<file path="src/rtl/matmul_result_serializer.sv">
// ---------------------------------------------------------------------------
// matmul_result_serializer
//
// Captures the packed 3x3 matrix-multiply result on the rising edge of
// done_in. It then streams the result out one byte per valid/ready handshake,
// little-endian: element 0 low byte first, element N_ELEM-1 high byte last.
// A result that arrives while a frame is in flight is dropped and flagged on
// the sticky overrun output. The one exception is a result that arrives on
// the same cycle as the final byte's transfer: that result is accepted and
// starts the next frame with no bubble.
//
// Optional feature (macro RESULT_CHECKSUM_EN):
//   When defined, every frame carries one extra trailing byte. That byte is
//   the XOR of all payload bytes, and out_last marks it. When undefined, no
//   checksum logic exists.
//
// Ports:
//   clk        in   system clock
//   rst        in   synchronous, active-high reset
//   done_in    in   multiplier done; C_flat valid whenever done_in=1
//   C_flat     in   packed result, element k at [ELEM_W*k +: ELEM_W]
//   out_data   out  current output byte (0 when out_valid=0)
//   out_valid  out  out_data holds a valid byte
//   out_ready  in   consumer accepts the byte this cycle
//   out_last   out  final byte of the frame (qualified by out_valid)
//   busy       out  a frame is held / being transmitted
//   overrun    out  sticky: a result arrived while busy and was dropped
// ---------------------------------------------------------------------------
module matmul_result_serializer #(
  parameter int N_ELEM = 9,
  parameter int ELEM_W = 16
) (
  input  logic                     clk,
  input  logic                     rst,
  input  logic                     done_in,
  input  logic [N_ELEM*ELEM_W-1:0] C_flat,
  output logic [7:0]               out_data,
  output logic                     out_valid,
  input  logic                     out_ready,
  output logic                     out_last,
  output logic                     busy,
  output logic                     overrun
);

  localparam int N_BYTES = N_ELEM * ELEM_W / 8;
`ifdef RESULT_CHECKSUM_EN
  localparam int FRAME_LEN = N_BYTES + 1;
`else
  localparam int FRAME_LEN = N_BYTES;
`endif
  localparam int IDX_W = (FRAME_LEN > 1) ? $clog2(FRAME_LEN) : 1;
  localparam logic [IDX_W-1:0] LAST_IDX = IDX_W'(FRAME_LEN - 1);

  if (ELEM_W % 8 != 0) begin : g_elem_w_check
    $error("ELEM_W must be a multiple of 8");
  end

  typedef enum logic {IDLE, SEND} state_e;

  state_e                   state_q;
  logic                     done_q;
  logic                     valid_q;
  logic                     overrun_q;
  logic [IDX_W-1:0]         idx_q;
  logic [N_BYTES*8-1:0]     shadow_q;
`ifdef RESULT_CHECKSUM_EN
  logic [7:0]               csum_q;

  function automatic logic [7:0] xor_bytes(input logic [N_BYTES*8-1:0] v);
    logic [7:0] acc;
    acc = '0;
    for (int b = 0; b < N_BYTES; b++) acc ^= v[8*b +: 8];
    return acc;
  endfunction
`endif

  logic capture_ev;
  logic xfer;
  logic last_xfer;
  logic [7:0] byte_sel;

  // A done_in held high for several cycles yields exactly one capture.
  assign capture_ev = done_in & ~done_q;
  assign xfer       = valid_q & out_ready;
  assign last_xfer  = xfer & (idx_q == LAST_IDX);

  // Byte mux over registered state only; out_ready never reaches the outputs.
  always_comb begin
    // NOTE: default first so every path assigns byte_sel and no latch is inferred.
    byte_sel = '0;
    for (int b = 0; b < N_BYTES; b++) begin
      if (idx_q == IDX_W'(b)) byte_sel = shadow_q[8*b +: 8];
    end
`ifdef RESULT_CHECKSUM_EN
    if (idx_q == IDX_W'(N_BYTES)) byte_sel = csum_q;
`endif
  end

  // NOTE: shadow_q is deliberately not reset (wide data, no control meaning);
  // gating out_data with valid_q gives the required zero output after reset.
  assign out_data  = valid_q ? byte_sel : 8'h00;
  assign out_valid = valid_q;
  assign out_last  = valid_q & (idx_q == LAST_IDX);
  assign busy      = (state_q == SEND);
  assign overrun   = overrun_q;

  // NOTE: non-blocking assignments throughout so every register samples
  // pre-edge values, independent of statement order.
  always_ff @(posedge clk) begin
    if (rst) begin
      state_q   <= IDLE;
      done_q    <= 1'b0;
      valid_q   <= 1'b0;
      overrun_q <= 1'b0;
      idx_q     <= '0;
    end else begin
      done_q <= done_in;
      case (state_q)
        IDLE: begin
          if (capture_ev) begin
            shadow_q <= C_flat;
`ifdef RESULT_CHECKSUM_EN
            csum_q   <= xor_bytes(C_flat);
`endif
            idx_q    <= '0;
            valid_q  <= 1'b1;
            state_q  <= SEND;
          end
        end
        SEND: begin
          if (last_xfer) begin
            idx_q <= '0;
            if (capture_ev) begin
              // Back-to-back frame: reload without dropping out_valid.
              shadow_q <= C_flat;
`ifdef RESULT_CHECKSUM_EN
              csum_q   <= xor_bytes(C_flat);
`endif
            end else begin
              valid_q <= 1'b0;
              state_q <= IDLE;
            end
          end else begin
            if (xfer) idx_q <= idx_q + IDX_W'(1);
            if (capture_ev) overrun_q <= 1'b1;
          end
        end
        default: begin
          state_q <= IDLE;
          valid_q <= 1'b0;
        end
      endcase
    end
  end

endmodule

</file>
<file path="config.mk">
export PLATFORM = sky130hd
export DESIGN_NAME = matmul_result_serializer
export DESIGN_NICKNAME = d
export VERILOG_FILES = /design/src/rtl/matmul_result_serializer.sv
export SDC_FILE = /design/constraint.sdc
export NUM_CORES = 1
export LEC_CHECK = 0
export BUFFER_PORTS_ARGS = -buffer_cell sky130_fd_sc_hd__buf_4
export CAP_MARGIN = 40
export CELL_PAD_IN_SITES_DETAIL_PLACEMENT = 0
export CELL_PAD_IN_SITES_GLOBAL_PLACEMENT = 1
export CORE_MARGIN = 8
export CORE_UTILIZATION = 38
export DETAILED_ROUTE_END_ITERATION = 8
export PLACE_DENSITY = 0.77
export SETUP_SLACK_MARGIN = 0.4
export SLEW_MARGIN = 20
export SYNTH_ARGS = -nofsm -noshare
export SYNTH_HDL_FRONTEND = slang
export SYNTH_SLANG_ARGS = --single-unit
</file>
<file path="constraint.sdc">
create_clock -name clk -period 12.3 [get_ports clk]
set_input_delay 0.615 -clock clk [delete_from_list [all_inputs] [get_ports clk]]
set_output_delay 0.615 -clock clk [all_outputs]
set_load 0.02 [all_outputs]
</file>
==> results.json <==
{
  "synth_warnings": 0,
  "hold_start": "C_flat[34]",
  "max-clock-path-buffers": 2,
  "rsz0062_at_grt": "false",
  "ys_ff_latch": 153,
  "die_h_um": 146.9,
  "area_of_combinational_cells_with_multiple_inputs_um2": 1858,
  "core_area_um2": 17060,
  "ant_nets": 0,
  "timing.clock.skew_ns": 0.006643,
  "synth-async-reset-ratio": 0,
  "timing.reg2reg.setup_slack_ns": 8.93,
  "setup.worst_path.end_class": "output pin",
  "grt_max_degree": 65,
  "worst-setup-path-type": "reg -> out",
  "achievable-frequency_ghz": 0.2499,
  "synth-xor-area-share": 0,
  "drv_slew": 0,
  "post_dp_cell_area_um2": 7959,
  "worstSetupStartpointType": "flop",
  "post_cts.repair.setup_buffers": 0,
  "timing_hold_violations_final": 0,
  "antenna_found_initial": 0,
  "hold_slack_ns": 0.3670,
  "crit_arrival_ns": 3.39,
  "cts.hold.buffers_added": 0,
  "die_width_um": 146.9,
  "ys_types": 57,
  "whs_path_depth": 1,
  "dieArea_um2": 21590,
  "cts_made_buffers": 17,
  "power_density_nw_per_um2": 143.6,
  "synth_area_per_cell_um2": 13.05,
  "ff2ff_path_depth": 6,
  "min_period_over_period": 0.3254,
  "grt_overflow": 0,
  "leakagePower_nw": 3.130,
  "layout.filler_cells": 1515,
  "crit_required_ns": 11.69,
  "grt_pass1_vias": 5070,
  "ys_dominant_reg_cell": "edfxtp_1",
  "synth_nets": 652,
  "sequential_cell_area_um2": 4504,
  "worstSkewPairLatency_ns": 0.42,
  "met3_usage": 0.04183,
  "regToRegStartpoint": "idx_q[4]",
  "synth_top_family_by_area": "compound AO/OA/AOI/OAI gates",
  "crit-reg2reg-capture": "shadow_q[14]",
  "seq_area_frac_synth": 0.6915,
  "setup_viol_count_final": 0,
  "vias": 4775,
  "final_non_filler_cell_area_um2": 8592,
  "route.detailed.vias_per_inst": 5.353,
  "route.detailed.drc": 0,
  "track_usage": 0.1756,
  "timing_worst_slew_pin_value_ns": 0.7949,
  "syn-instance-count": 499,
  "rows": 48,
  "finalWirelength_um": 18830,
  "drt_first_iter_violations": 536,
  "slew-limit-headroom": 0.4700,
  "post_synthesis_share_of_cell_area_spent_on_and_or_nand_and_nor_gates": 0.1181,
  "clk_transition_reported_paths_ns": 0.06,
  "tritoncts_num_sinks": 153,
  "ios": 160,
  "start_util": 0.3819,
  "fin_total_pwr_mw": 1.234,
  "crit_path_start": "idx_q[0]",
  "gp_weighted_congestion": 0.8392,
  "timing.critical_path.fanout_max": 18,
  "holdCritPathClass": "in -> reg",
  "fin_tns_setup_ns": 0,
  "wire_per_inst_um": 21.11,
  "synth_area_in_compound_gates": 0.1556,
  "diodes": 0,
  "top_usage_layer": "met2",
  "synth-edff-count": 144,
  "final_nets": 808,
  "maxCapViolations": 0,
  "clock_tree_from_tritoncts": "done",
  "synth-adder-area-share": 0.009604,
  "outcome": "finished clean",
  "synth_area_um2": 6514,
  "global_route_wire_length_before_repair_um": 28920,
  "cts-root-buf": "clkbuf_16",
  "drive_above_1_share": 0.3073,
  "dpl_hpwl_um": 13760,
  "clock_tree.htree_level_count": 4,
  "firstDrtPassIters": 6,
  "irDropWorstVdd_uv": 92.01,
  "total_of_cells_resized_after_clock_tree_synthesis": 0,
  "grt_use_met1": 0.2128,
  "muxShareOfSynthArea": 0,
  "period_minus_slack_ns": 4.002,
  "layout-area-overhead-vs-synth_pct": 31.91,
  "port_buffers": 159,
  "groute.layer.met2.usage": 0.2945,
  "worst_hold_path.endpoint": "shadow_q[34]"
}
stage by stage:
stage / instances / utilization / setup slack (ns)
6_report: 892 / 0.5037 / 8.298
3_3_place_gp: 859 / 0.4643 / 8.713
2_1_floorplan: 499 / - / 4.711
4_1_cts: 892 / 0.5037 / 8.282
5_1_grt: 892 / 0.5037 / 8.093
3_5_place_dp: 861 / 0.4666 / 8.834
worst max-delay path by stage:
stage	to	slack [ns]	cells past startpoint
3_3_place_gp	out_data[2]	8.71	7
3_5_place_dp	out_data[2]	8.83	9
4_1_cts	out_data[1]	8.28	10
2_1_floorplan	shadow_q[0]	4.71	5
6_report	out_data[1]	8.30	10
5_1_grt	out_data[1]	8.09	10
kinds of logic (layout without fill, tap and decap cells):
| logic type | count (synthesis) | in the layout |
|---|---|---|
| buf+inv | 40 | 208 |
| simple gates | 145 | 145 |
| flops | 153 | 153 |
| compound gates | 156 | 156 |
| fa+ha+maj | 5 | 5 |
registers in the layout, summed over array words and instances (netlist names):
name       count
shadow_q     144
out_valid      1
overrun        1
done_q         1
idx_q          5
busy           1
routing by layer:
metal / share of wire / wire length (um)
met1: 0.41 / 7802
met2: 0.51 / 9533
met3: 0.054 / 1024
met4: 0.025 / 466
met5: 0 / 0
synthesized netlist by cell type (all sizes together) (6+ instances only):
master	count	area [um^2]
nor2b	7	43.79
a211oi	7	52.55
o211ai	7	52.55
nand2	44	165.2
buf	16	73.82
o21ai	30	150.1
nand2b	8	50.05
o22ai	10	62.56
clkbuf	14	52.55
nand3	12	60.06
o221ai	6	52.55
nor3	6	30.03
inv	9	33.78
a31oi	10	62.56
nor3b	8	70.06
a21oi	44	220.2
dfxtp	9	180.2
nand3b	7	52.55
edfxtp	144	4324
nor2	28	112.6
a22oi	6	45.04
power by group:
part	switching, mW	internal (mW)	total [mW]
clock	0.201	0.358	0.560
sequential	0.00819	0.592	0.601
combinational	0.0332	0.0406	0.0738
cell usage in the layout, fill, tap and decap left out, types with 4 or more instances in the layout:
| cell | n |
|---|---|
| a22oi_1 | 6 |
| a31oi_1 | 10 |
| nand3b_1 | 7 |
| edfxtp_1 | 144 |
| nand2_1 | 44 |
| nor2_1 | 27 |
| buf_4 | 165 |
| dfxtp_1 | 9 |
| a21oi_1 | 44 |
| o21ai_0 | 29 |
| a211oi_1 | 6 |
| bufinv_16 | 5 |
| o31ai_1 | 5 |
| nor3b_1 | 6 |
| o221ai_1 | 6 |
| nor3_1 | 6 |
| a221oi_1 | 5 |
| o211ai_1 | 7 |
| clkbuf_16 | 17 |
| and2_1 | 4 |
| o22ai_1 | 10 |
| nand3_1 | 12 |
| nand2b_1 | 8 |
| inv_1 | 9 |
| ha_1 | 5 |
| and3_1 | 5 |
| nor2b_1 | 7 |
| a311oi_1 | 5 |
worst max-delay path, stage by stage, from the launching register on:
cell	delay [ns]
dfxtp_1	0.42
inv_1	0.09
ha_1	0.43
buf_4	0.31
nor3b_1	0.16
o311ai_0	0.46
o211ai_1	0.20
a22oi_1	0.35
o21ai_0	0.18
a31oi_1	0.19
buf_4	0.17
cell type report:
type                            count  area share
Tap cell                          225     0.03277
Sequential cell                   153      0.5242
Timing Repair Buffer              167      0.1487
Multi-Input combinational cell    306      0.2163
Inverter                           10    0.004369
Clock buffer                       19     0.05039
Clock inverter                     12     0.02330
No activity file was read; power rests on OpenSTA's default activity.
